File: src/rtl/fetch_sequencer_if.sv
// fetch_sequencer_if: instruction-memory req/ack and decode valid/ready handshakes of the fetch stage
interface fetch_sequencer_if #(
    parameter int n = 32
);
    logic         imem_req;
    logic [n-1:0] imem_addr;
    logic         imem_ack;
    logic [n-1:0] imem_rdata;
    logic [n-1:0] instr;
    logic         instr_valid;
    logic         instr_ready;
    modport master (
        output imem_req, imem_addr, instr, instr_valid,
        input  imem_ack, imem_rdata, instr_ready
    );
    modport slave (
        input  imem_req, imem_addr, instr, instr_valid,
        output imem_ack, imem_rdata, instr_ready
    );
endinterface

File: src/rtl/fetch_sequencer.sv
// fetch_sequencer: owns the PC, sequences instruction fetches and applies branch/jump redirects
module fetch_sequencer #(
    parameter int           n        = 32,
    parameter int           i        = 16,
    parameter logic [n-1:0] RESET_PC = '0
) (
    input  logic                clk,
    input  logic                rst_n,
    fetch_sequencer_if.master   bus,
    input  logic                i_br_taken,
    input  logic [n-1:0]        i_br_pc,
    input  logic [i-1:0]        i_br_imm,
    input  logic                i_jmp,
    input  logic [25:0]         i_jmp_index,
    output logic [n-1:0]        o_pc
);
    typedef enum logic [1:0] {IDLE, REQ, HOLD, DROP} state_t;
    state_t       r_state, w_state_nxt;
    logic [n-1:0] r_pc, r_drop_addr, r_instr;
    logic [n-1:0] w_pc_nxt, w_drop_addr_nxt, w_instr_nxt;
    logic         r_valid, w_valid_nxt;
    logic         w_redir;
    logic [n-1:0] w_br_pc4, w_br_tgt, w_jmp_tgt, w_tgt, w_pc_inc;

    assign w_redir   = i_jmp | i_br_taken;
    assign w_br_pc4  = i_br_pc + n'(4);
    assign w_br_tgt  = w_br_pc4 + {{(n-i-2){i_br_imm[i-1]}}, i_br_imm, 2'b00};
    assign w_jmp_tgt = {w_br_pc4[n-1:28], i_jmp_index, 2'b00};
    assign w_tgt     = i_jmp ? w_jmp_tgt : w_br_tgt;
    assign w_pc_inc  = r_pc + n'(4);

    // DROP keeps presenting the abandoned address so the memory sees a stable request until it acks
    assign bus.imem_req    = (r_state == REQ) || (r_state == DROP);
    assign bus.imem_addr   = (r_state == DROP) ? r_drop_addr : r_pc;
    assign bus.instr       = r_instr;
    assign bus.instr_valid = r_valid;
    assign o_pc            = r_pc;

    // next-state and next-register values; a redirect always wins over the pc+4 step
    always_comb begin
        w_state_nxt     = r_state;
        w_pc_nxt        = w_redir ? w_tgt : r_pc;
        w_drop_addr_nxt = r_drop_addr;
        w_instr_nxt     = r_instr;
        w_valid_nxt     = r_valid & ~w_redir;
        case (r_state)
            IDLE: w_state_nxt = REQ;
            REQ: begin
                if (bus.imem_ack && !w_redir) begin
                    w_instr_nxt = bus.imem_rdata;
                    w_valid_nxt = 1'b1;
                    w_pc_nxt    = w_pc_inc;
                    w_state_nxt = HOLD;
                end else if (!bus.imem_ack && w_redir) begin
                    w_drop_addr_nxt = r_pc;
                    w_state_nxt     = DROP;
                end
            end
            HOLD: begin
                if (w_redir || bus.instr_ready) begin
                    w_valid_nxt = 1'b0;
                    w_state_nxt = REQ;
                end
            end
            DROP: w_state_nxt = bus.imem_ack ? REQ : DROP;
            default: w_state_nxt = IDLE;
        endcase
    end

    // state and datapath registers with synchronous active-low reset
    always_ff @(posedge clk) begin
        if (!rst_n) begin
            r_state     <= IDLE;
            r_pc        <= RESET_PC;
            r_drop_addr <= RESET_PC;
            r_instr     <= '0;
            r_valid     <= 1'b0;
        end else begin
            r_state     <= w_state_nxt;
            r_pc        <= w_pc_nxt;
            r_drop_addr <= w_drop_addr_nxt;
            r_instr     <= w_instr_nxt;
            r_valid     <= w_valid_nxt;
        end
    end
endmodule
File: src/flat_wrapper.sv
// flat-port wrapper written by rule: the top's interface ports become plain ports
module fetch_sequencer_flat 
#(
    parameter int           n        = 32,
    parameter int           i        = 16,
    parameter logic [n-1:0] RESET_PC = '0
)
  (clk, rst_n, i_br_taken, i_br_pc, i_br_imm, i_jmp, i_jmp_index, o_pc, bus_imem_req, bus_imem_addr, bus_instr, bus_instr_valid, bus_imem_ack, bus_imem_rdata, bus_instr_ready);
  fetch_sequencer_if #(.n(n)) bus_i ();
  input  logic clk;
  input  logic rst_n;
  input  logic i_br_taken;
  input  logic [n-1:0] i_br_pc;
  input  logic [i-1:0] i_br_imm;
  input  logic i_jmp;
  input  logic [25:0] i_jmp_index;
  output logic [n-1:0] o_pc;
  output wire logic [$bits(bus_i.imem_req)-1:0] bus_imem_req;
  output wire logic [$bits(bus_i.imem_addr)-1:0] bus_imem_addr;
  output wire logic [$bits(bus_i.instr)-1:0] bus_instr;
  output wire logic [$bits(bus_i.instr_valid)-1:0] bus_instr_valid;
  input wire logic [$bits(bus_i.imem_ack)-1:0] bus_imem_ack;
  input wire logic [$bits(bus_i.imem_rdata)-1:0] bus_imem_rdata;
  input wire logic [$bits(bus_i.instr_ready)-1:0] bus_instr_ready;
  assign bus_imem_req = bus_i.imem_req;
  assign bus_imem_addr = bus_i.imem_addr;
  assign bus_instr = bus_i.instr;
  assign bus_instr_valid = bus_i.instr_valid;
  assign bus_i.imem_ack = bus_imem_ack;
  assign bus_i.imem_rdata = bus_imem_rdata;
  assign bus_i.instr_ready = bus_instr_ready;
  fetch_sequencer #(.n(n), .i(i), .RESET_PC(RESET_PC)) u_core (.clk(clk), .rst_n(rst_n), .bus(bus_i), .i_br_taken(i_br_taken), .i_br_pc(i_br_pc), .i_br_imm(i_br_imm), .i_jmp(i_jmp), .i_jmp_index(i_jmp_index), .o_pc(o_pc));
endmodule
File: config.mk
export PLATFORM = sky130hd
export DESIGN_NAME = fetch_sequencer_flat
export DESIGN_NICKNAME = d
export VERILOG_FILES = /design/src/rtl/fetch_sequencer_if.sv /design/src/rtl/fetch_sequencer.sv /design/src/flat_wrapper.sv
export SDC_FILE = /design/constraint.sdc
export NUM_CORES = 1
export LEC_CHECK = 0
export ABC_AREA = 1
export ABC_CLOCK_PERIOD_IN_PS = 3700
export CAP_MARGIN = 20
export CORE_UTILIZATION = 49
export DETAILED_ROUTE_END_ITERATION = 8
export HOLD_SLACK_MARGIN = 0.12
export MAX_ROUTING_LAYER = met4
export PLACE_DENSITY = 0.82
export SYNTH_ARGS = -nofsm -noshare
export SYNTH_HDL_FRONTEND = slang
export SYNTH_SLANG_ARGS = --single-unit
File: constraint.sdc
create_clock -name clk -period 3.7 [get_ports clk]
set_input_delay 0.74 -clock clk [delete_from_list [all_inputs] [get_ports clk]]
set_output_delay 0.74 -clock clk [all_outputs]
set_load 0.02 [all_outputs]
==> flow_metrics.py, run 1 <==
metrics = {
    "placement": {
        "place.port_buffers": 209,
        "dp.cells": 1589,
        "place_congestion": 0.9641,
        "hpwl_mm": 19.28,
    },
    "critical_path": {
        "crit_buf_inv": 4,
        "crit_required_ps": 3990,
        "path_common_cell": "sky130_fd_sc_hd__nand2_1",
        "cp_slowest_cell": "sky130_fd_sc_hd__clkdlybuf4s50_1",
        "critPathLaunch": "i_br_pc[16]",
        "worstSetupPathType": "input port to register",
        "timing.critical_path.to": "u_core.o_pc[29]",
        "r2r_slack_ps": 1410,
        "crit_cells": 21,
        "critical_path.reg2reg.endpoint": "u_core.o_pc[26]",
        "arrival_ps": 3880,
        "setup.worst_path.start_class": "input port",
        "worst_setup_path_end_kind": "register",
        "crit_chain": "clkdlybuf4s50_1 -> buf_4 -> nand2_1 -> nor2_1 -> nand2_1 -> nor3_2 -> buf_4 -> nand2_1 -> xnor2_1 -> ha_1 -> nand2_1 -> buf_4 -> nor2_4 -> nand2_2 -> nor3_2 -> nand2_2 -> nand3_1 -> nand3_1 -> nand3_1 -> nand2_1 -> nor2_1",
        "worst_r2r_path_cells": 12,
        "max_stage_delay_ps": 490,
        "timing.rr.start": "u_core.o_pc[2]",
        "worst-path-max-fanout": 3,
        "timing.critical_path.max_delay_family": "simple AND/OR/NAND/NOR gates",
    },
    "route": {
        "drt_wl_total_mm": 25.26,
        "post_drt_via_cell_ratio": 5.484,
        "route.detailed.wl_per_inst_um": 15.70,
        "route.vias.total": 8823,
        "detail-route-antenna-nets": 0,
        "drt_pass1_iterations": 5,
        "route.detailed.drc": 0,
        "drt_first_iter_violations": 790,
    },
    "floorplanning": {
        "dieHeight_um": 123.4,
        "starting_utilization_of_the_core_area_pct": 51.19,
        "core_region_area_mm2": 0.01410,
        "die_area_mm2": 0.01522,
        "placementRows": 43,
        "dieWidth_um": 123.4,
        "io-pin-count": 210,
    },
    "logic_synthesis": {
        "synth_most_common_cell": "sky130_fd_sc_hd__nand2_1",
        "synth_flop_cell": "sky130_fd_sc_hd__dfxtp_1",
        "synth-edff-count": 0,
        "synth.net_count": 1287,
        "asyncSetResetFlopFracSynth_pct": 0,
        "synth-warning-count": 0,
        "synth.yosys.seq_area_share_pct": 27.47,
        "synth_largest_type_area_fraction_pct": 27.47,
        "synthCells": 1133,
        "yosys_register_bits": 99,
        "synth.distinct_cells": 40,
        "summed_instance_area_of_the_synthesized_netlist_mm2": 0.007216,
        "netlist.top_cell.by_area": "sky130_fd_sc_hd__dfxtp_1",
        "synth.area.top_cells": "sky130_fd_sc_hd__dfxtp_1 27%, sky130_fd_sc_hd__nand2_1 13%, sky130_fd_sc_hd__o21ai_0 9.9%, sky130_fd_sc_hd__a21oi_1 8.3%, sky130_fd_sc_hd__nor2_1 7.3%",
        "post_synth.cell_area_avg_um2": 6.369,
        "synthTopCellsByCount": "247 x sky130_fd_sc_hd__nand2_1, 143 x sky130_fd_sc_hd__o21ai_0, 140 x sky130_fd_sc_hd__nor2_1",
    },
    "global_route": {
        "globalRoute.totalOverflow": 0,
        "gr-usage-all-layers_pct": 33.82,
        "grt_antenna_before_repair": 1,
        "grt_pass1_vias": 7944,
        "wire_length_of_the_first_global_routing_pass_mm": 39.13,
        "pin_count_of_the_biggest_net_entering_global_routing": 90,
    },
    "run_status": {
        "outcome": "finished clean",
    },
    "flow_run": {
        "max-cap-violations": 0,
    },
    "power_and_ir_drop": {
        "leakagePower_nw": 4.582,
        "cellPowerDensity_mw_per_mm2": 309.3,
        "vdd.ir_drop.worst_mv": 0.2852,
    },
    "sta": {
        "slew_headroom_pct": 42.48,
        "final.hold.worst_slack_ps": 486.2,
        "worst_pin_slew_ps": 861.9,
        "timing_max_transition_violations_final": 0,
        "post-route-min-period_ps": 3590,
        "grt_setup_unrepaired": "true",
        "maximum_operating_frequency_mhz": 278.5,
        "period_share_pct": 97.03,
        "finalSetupViolCount": 0,
        "skew_ps": 12.73,
        "timing_hold_violations_final": 0,
    },
    "finish": {
        "number_of_standard_cells_in_the_final_layout_excluding_fillers": 1609,
        "final_stage_net_count": 1577,
        "post_route_cells_drive_above_1_share_pct": 13.94,
        "fill_cells": 1136,
        "layout-area-overhead-vs-synth_pct": 49.44,
    },
    "cts": {
        "register_clock_pin_slew_on_the_reported_worst_setup_and_hold_paths_ps": 80,
        "clock-sinks": 99,
        "number_of_buffers_on_the_longest_clock_path": 2,
        "clockRootBuffer": "sky130_fd_sc_hd__clkbuf_16",
        "cts_hold_buf": 0,
        "cts_tree": "built",
        "clock_tree.htree_level_count": 3,
        "insertion_delay_ps": 360,
        "cts-buffers-inserted": 9,
    },
    "worst_hold_path": {
        "min_path_type": "register to register",
        "hold_path_depth": 2,
    },
}
[worst min path at each step]
stage | from | slack (ps) | endpoint
final | u_core.bus.instr[13] | 490 | u_core.bus.instr[13]
after global routing | u_core.r_drop_addr[6] | 510 | u_core.r_drop_addr[6]
after CTS | u_core.bus.instr[26] | 490 | u_core.bus.instr[26]
after detailed placement | u_core.bus.instr[13] | 470 | u_core.bus.instr[13]
after global placement | u_core.bus.instr[12] | 460 | u_core.bus.instr[12]
after floorplan | u_core.r_drop_addr[0] | 450 | u_core.r_drop_addr[0]
[cell type report]
cell class	instances	area [µm²]	area share, %
Multi-Input combinational cell	888	4926	45.68
Timing Repair Buffer	323	2965	27.50
Sequential cell	99	1982	18.38
Inverter	102	382.9	3.551
Clock buffer	9	225.2	2.089
Tap cell	180	225.2	2.089
Clock inverter	7	73.82	0.6846
Antenna cell	1	2.502	0.02321
[layout by cell type, fill, tap and decap left out, drive strengths merged, types with 10 or more instances in the layout]
master / instances
a21oi: 121
a221oi: 18
buf: 115
clkdlybuf4s50: 204
dfxtp: 99
ha: 41
inv: 105
nand2: 251
nand3: 46
nand4: 10
nor2: 147
nor3: 24
o21ai: 144
xnor2: 15
xor2: 25
[worst min-delay path: cells and delay by family (launching register included)]
kind | cells | cell delay, ps
DFF | 1 | 330
and+or+nand+nor | 2 | 130
[sequential cells by signal, indices dropped and copies added (netlist names)]
register	cells
u_core.bus.instr	32
u_core.bus.instr_valid	1
u_core.o_pc	32
u_core.r_drop_addr	32
u_core.r_state	2
[cell families (layout without fill, tap and decap cells)]
logic type	Yosys count	after routing	share of synthesized area, %
simple gates	494	494	29.17
compound gates	312	312	23.51
buf+inv	146	441	7.612
flops	99	99	27.47
fa+ha+maj	42	42	7.387
xor+xnor	40	40	4.855
other cells	0	1	0
[report_power, final]
group,internal (mW),switching (mW)
sequential,1.14,0.0763
combinational,0.546,0.625
clock,0.480,0.471
[what timing repair did]
action                     CTS  global route
buffers inserted             0             3
gates resized for setup      0            54
setup endpoints to repair    0            13
[per-stage QoR]
step / util [%] / worst slack (ps) / cell area (µm²) / TNS, ps / power (mW)
after floorplan: - / 416.2 / 7216 / 0 / 1.798
after global placement: 72.45 / -194.7 / 10210 / -1288 / 2.339
after detailed placement: 72.45 / -267.0 / 10210 / -2202 / 2.353
after CTS: 74.57 / 92.03 / 10510 / 0 / 3.296
after global routing: 76.50 / -82.90 / 10780 / -344.0 / 3.503
final: 76.50 / 109.7 / 10780 / 0 / 3.336
[metal layers]
metal  track usage (%)  vias to the layer above  routed length, µm
met1             42.99                     4021              10760
met2             55.62                      384              12100
met3             4.843                       45               1927
met4             9.714                        0                475
met5                 -                        -                  0
li1                  -                     4373                  -
Power figures use the tool's default switching activity.
==> run 2: changes to the inputs <==
--- a/config.mk
+++ b/config.mk
@@ -7,7 +7,6 @@
 export LEC_CHECK = 0
 export ABC_AREA = 1
 export ABC_CLOCK_PERIOD_IN_PS = 3700
-export CAP_MARGIN = 20
 export CORE_UTILIZATION = 49
 export DETAILED_ROUTE_END_ITERATION = 8
 export HOLD_SLACK_MARGIN = 0.12
==> results of run 2 <==
Same layout as run 1: the final DEF is identical, and so are final timing and power.
==> run 3: changes to the inputs <==
--- a/config.mk
+++ b/config.mk
@@ -7,11 +7,12 @@
 export LEC_CHECK = 0
 export ABC_AREA = 1
 export ABC_CLOCK_PERIOD_IN_PS = 3700
+export CORE_MARGIN = 2
 export CORE_UTILIZATION = 49
 export DETAILED_ROUTE_END_ITERATION = 8
 export HOLD_SLACK_MARGIN = 0.12
 export MAX_ROUTING_LAYER = met4
-export PLACE_DENSITY = 0.82
+export PLACE_DENSITY = 0.88
 export SYNTH_ARGS = -nofsm -noshare
 export SYNTH_HDL_FRONTEND = slang
 export SYNTH_SLANG_ARGS = --single-unit
==> run 3 against run 2 <==
Compared with the run above: die area is 3.3% higher; routed wire length is 2.7% higher; worst hold slack worse by 2.0 ps; clock-buffer cell count did not move; power is 1.2% higher; sequential share of layout area rose by 0.17 points; sequential power barely moved; core utilization shrank 2.7 points; sequential cell count stayed put; largest power group unchanged; highest routed layer unchanged.
==> flow_metrics.py, run 3 (synthesized netlist as in run 1, its figures left out) <==
metrics = {
    "finish": {
        "final_design_area_no_fill_mm2": 0.01068,
        "most_common_cell_after_layout_fill_and_taps_aside": "sky130_fd_sc_hd__nand2_1",
        "layout_common_cells": "242 x sky130_fd_sc_hd__nand2_1, 208 x sky130_fd_sc_hd__clkdlybuf4s50_1, 137 x sky130_fd_sc_hd__o21ai_0",
        "final_stage_net_count": 1571,
        "number_of_standard_cells_in_the_final_layout_excluding_fillers": 1607,
        "post_route_cells_drive_above_1_share_pct": 13.01,
        "layout-area-overhead-vs-synth_pct": 48.03,
    },
    "critical_path": {
        "critPathLaunch": "i_br_pc[17]",
        "setup.worst_path.start_class": "input port",
        "crit_required_ps": 4000,
        "timing.critical_path.max_delay_family": "simple AND/OR/NAND/NOR gates",
        "cp_slowest_cell": "sky130_fd_sc_hd__clkdlybuf4s50_1",
        "crit_chain": "clkdlybuf4s50_1 -> nand2_1 -> inv_1 -> nand3_2 -> nor2_4 -> nand2_2 -> nor4_2 -> buf_4 -> nand4_1 -> xor2_1 -> inv_1 -> ha_4 -> nand2_1 -> nor2_2 -> nand2_2 -> nor2_1 -> nor2_1 -> nand3_1 -> nand3_1 -> nand3_1 -> nand2_1 -> nor2_1",
        "worst-path-max-fanout": 6,
        "worst_setup_path_end_kind": "register",
        "max_stage_delay_ps": 480,
        "crit_buf_inv": 4,
        "timing.rr.start": "u_core.o_pc[2]",
        "arrival_ps": 3850,
        "worstSetupPathType": "input port to register",
    },
    "floorplanning": {
        "io-pin-count": 210,
        "dieHeight_um": 125.4,
        "starting_utilization_of_the_core_area_pct": 49.84,
        "dieWidth_um": 125.4,
        "die_area_mm2": 0.01571,
        "core_region_area_mm2": 0.01448,
        "placementRows": 44,
    },
    "route": {
        "route.vias.total": 8969,
        "post_drt_via_cell_ratio": 5.581,
        "detail-route-antenna-nets": 0,
        "drt_first_iter_violations": 815,
        "drt_pass1_iterations": 7,
        "route.detailed.drc": 0,
        "drt_wl_total_mm": 25.94,
        "route.detailed.wl_per_inst_um": 16.14,
    },
    "power_and_ir_drop": {
        "leakagePower_nw": 4.490,
        "cellPowerDensity_mw_per_mm2": 316.1,
        "net-switching-power_mw": 1.168,
        "vdd.ir_drop.worst_mv": 0.3717,
        "proportion_of_power_drawn_by_combinational_gates_pct": 34.3,
        "power.internal_mw": 2.209,
        "power.share.sequential_pct": 35.9,
        "switching_share_pct": 34.59,
        "clkPwrFrac_pct": 29.8,
    },
    "cts": {
        "clock_tree.htree_level_count": 3,
        "clock-sinks": 99,
        "insertion_delay_ps": 360,
        "clockRootBuffer": "sky130_fd_sc_hd__clkbuf_16",
        "number_of_buffers_on_the_longest_clock_path": 2,
        "cts_tree": "built",
        "register_clock_pin_slew_on_the_reported_worst_setup_and_hold_paths_ps": 70,
        "cts-buffers-inserted": 9,
    },
    "placement": {
        "hpwl_mm": 19.97,
        "place.port_buffers": 209,
        "pre_cts_slack_ps": -257.3,
        "dp.cells": 1588,
        "place_congestion": 0.9715,
        "dpl_cell_area_mm2": 0.01018,
    },
    "sta": {
        "timing_max_transition_violations_final": 0,
        "period_share_pct": 96.08,
        "worst_pin_slew_ps": 800.4,
        "post-route-worst-setup-slack_ps": 145.2,
        "timing_hold_violations_final": 0,
        "maximum_operating_frequency_mhz": 281.3,
        "skew_ps": 6.070,
        "grt_setup_unrepaired": "true",
        "slew_headroom_pct": 46.64,
        "finalSetupViolCount": 0,
        "setup_tns_final_ps": 0,
        "post-route-min-period_ps": 3555,
    },
    "worst_hold_path": {
        "min_path_type": "register to register",
        "min-delay-start": "u_core.bus.instr[8]",
    },
    "global_route": {
        "pin_count_of_the_biggest_net_entering_global_routing": 90,
        "wire_length_of_the_first_global_routing_pass_mm": 41.04,
        "globalRoute.totalOverflow": 0,
        "grt_pass1_vias": 8246,
        "grt_antenna_before_repair": 1,
        "gr-usage-all-layers_pct": 32.77,
    },
    "run_status": {
        "outcome": "finished clean",
    },
    "flow_run": {
        "max-cap-violations": 0,
    },
}
run 3: per-layer routing:
| metal | up-vias | track usage (%) | share of wire (%) |
|---|---|---|---|
| li1 | 4369 | - | - |
| met1 | 4092 | 40.42 | 41 |
| met5 | - | - | 0 |
| met3 | 59 | 5.006 | 7.9 |
| met4 | 0 | 10.33 | 3.0 |
| met2 | 449 | 55.24 | 48 |
run 3: power groups by stage:
stage | registers, mW | clock network (mW) | logic, mW
6_report | 1.21 | 1.01 | 1.16
5_1_grt | 1.22 | 1.05 | 1.26
4_1_cts | 1.21 | 1.01 | 1.12
3_5_place_dp | 1.23 | 0 | 1.11
3_3_place_gp | 1.23 | 0 | 1.10
2_1_floorplan | 1.27 | 0 | 0.532
run 3: final cells by class:
cell class / instances / area [µm²]
clock buffer: 9 / 225.2
inverter: 102 / 382.9
sequential: 99 / 1982
multi-input combinational: 888 / 4857
clock inverter: 7 / 91.34
tap: 184 / 230.2
timing repair buffer: 317 / 2910
fill: 1184 / 3797
antenna: 1 / 2.502
run 3: stage by stage:
step	utilization, %	hold WS, ps	power [mW]
floorplan	-	454.9	1.798
global placement	70.31	461.2	2.331
detailed placement	70.31	472.7	2.348
CTS	72.49	489.6	3.345
global route	73.77	500.8	3.528
finish	73.77	484.2	3.377
run 3: what timing repair did:
item | 4_1_cts | 5_1_grt
setup buffers | 0 | 2
endpoints found under the setup margin | 0 | 12
gates resized for setup | 0 | 40
hold buffers | 0 | 0
run 3: worst paths after layout:
path                              end  slack [ps]  cells after the start
setup / recovery      u_core.o_pc[29]         150                     22
hold / removal    u_core.bus.instr[8]         480                      2
setup reg to reg      u_core.o_pc[26]        1490                     12
hold reg to reg   u_core.bus.instr[8]         480                      2
run 3: worst reg2reg max path, cell delays in order, from the launching register on:
cell                      delay [ps]
sky130_fd_sc_hd__dfxtp_1         440
sky130_fd_sc_hd__ha_1            250
sky130_fd_sc_hd__nand2_1         130
sky130_fd_sc_hd__nor3_4          240
sky130_fd_sc_hd__nand2_2         130
sky130_fd_sc_hd__nor2_4          180
sky130_fd_sc_hd__nand2_4          80
sky130_fd_sc_hd__nor2_4          130
sky130_fd_sc_hd__nand2_4          80
sky130_fd_sc_hd__nor2_4          110
sky130_fd_sc_hd__o21ai_0          80
sky130_fd_sc_hd__o21ai_0         180
sky130_fd_sc_hd__a21oi_1          60
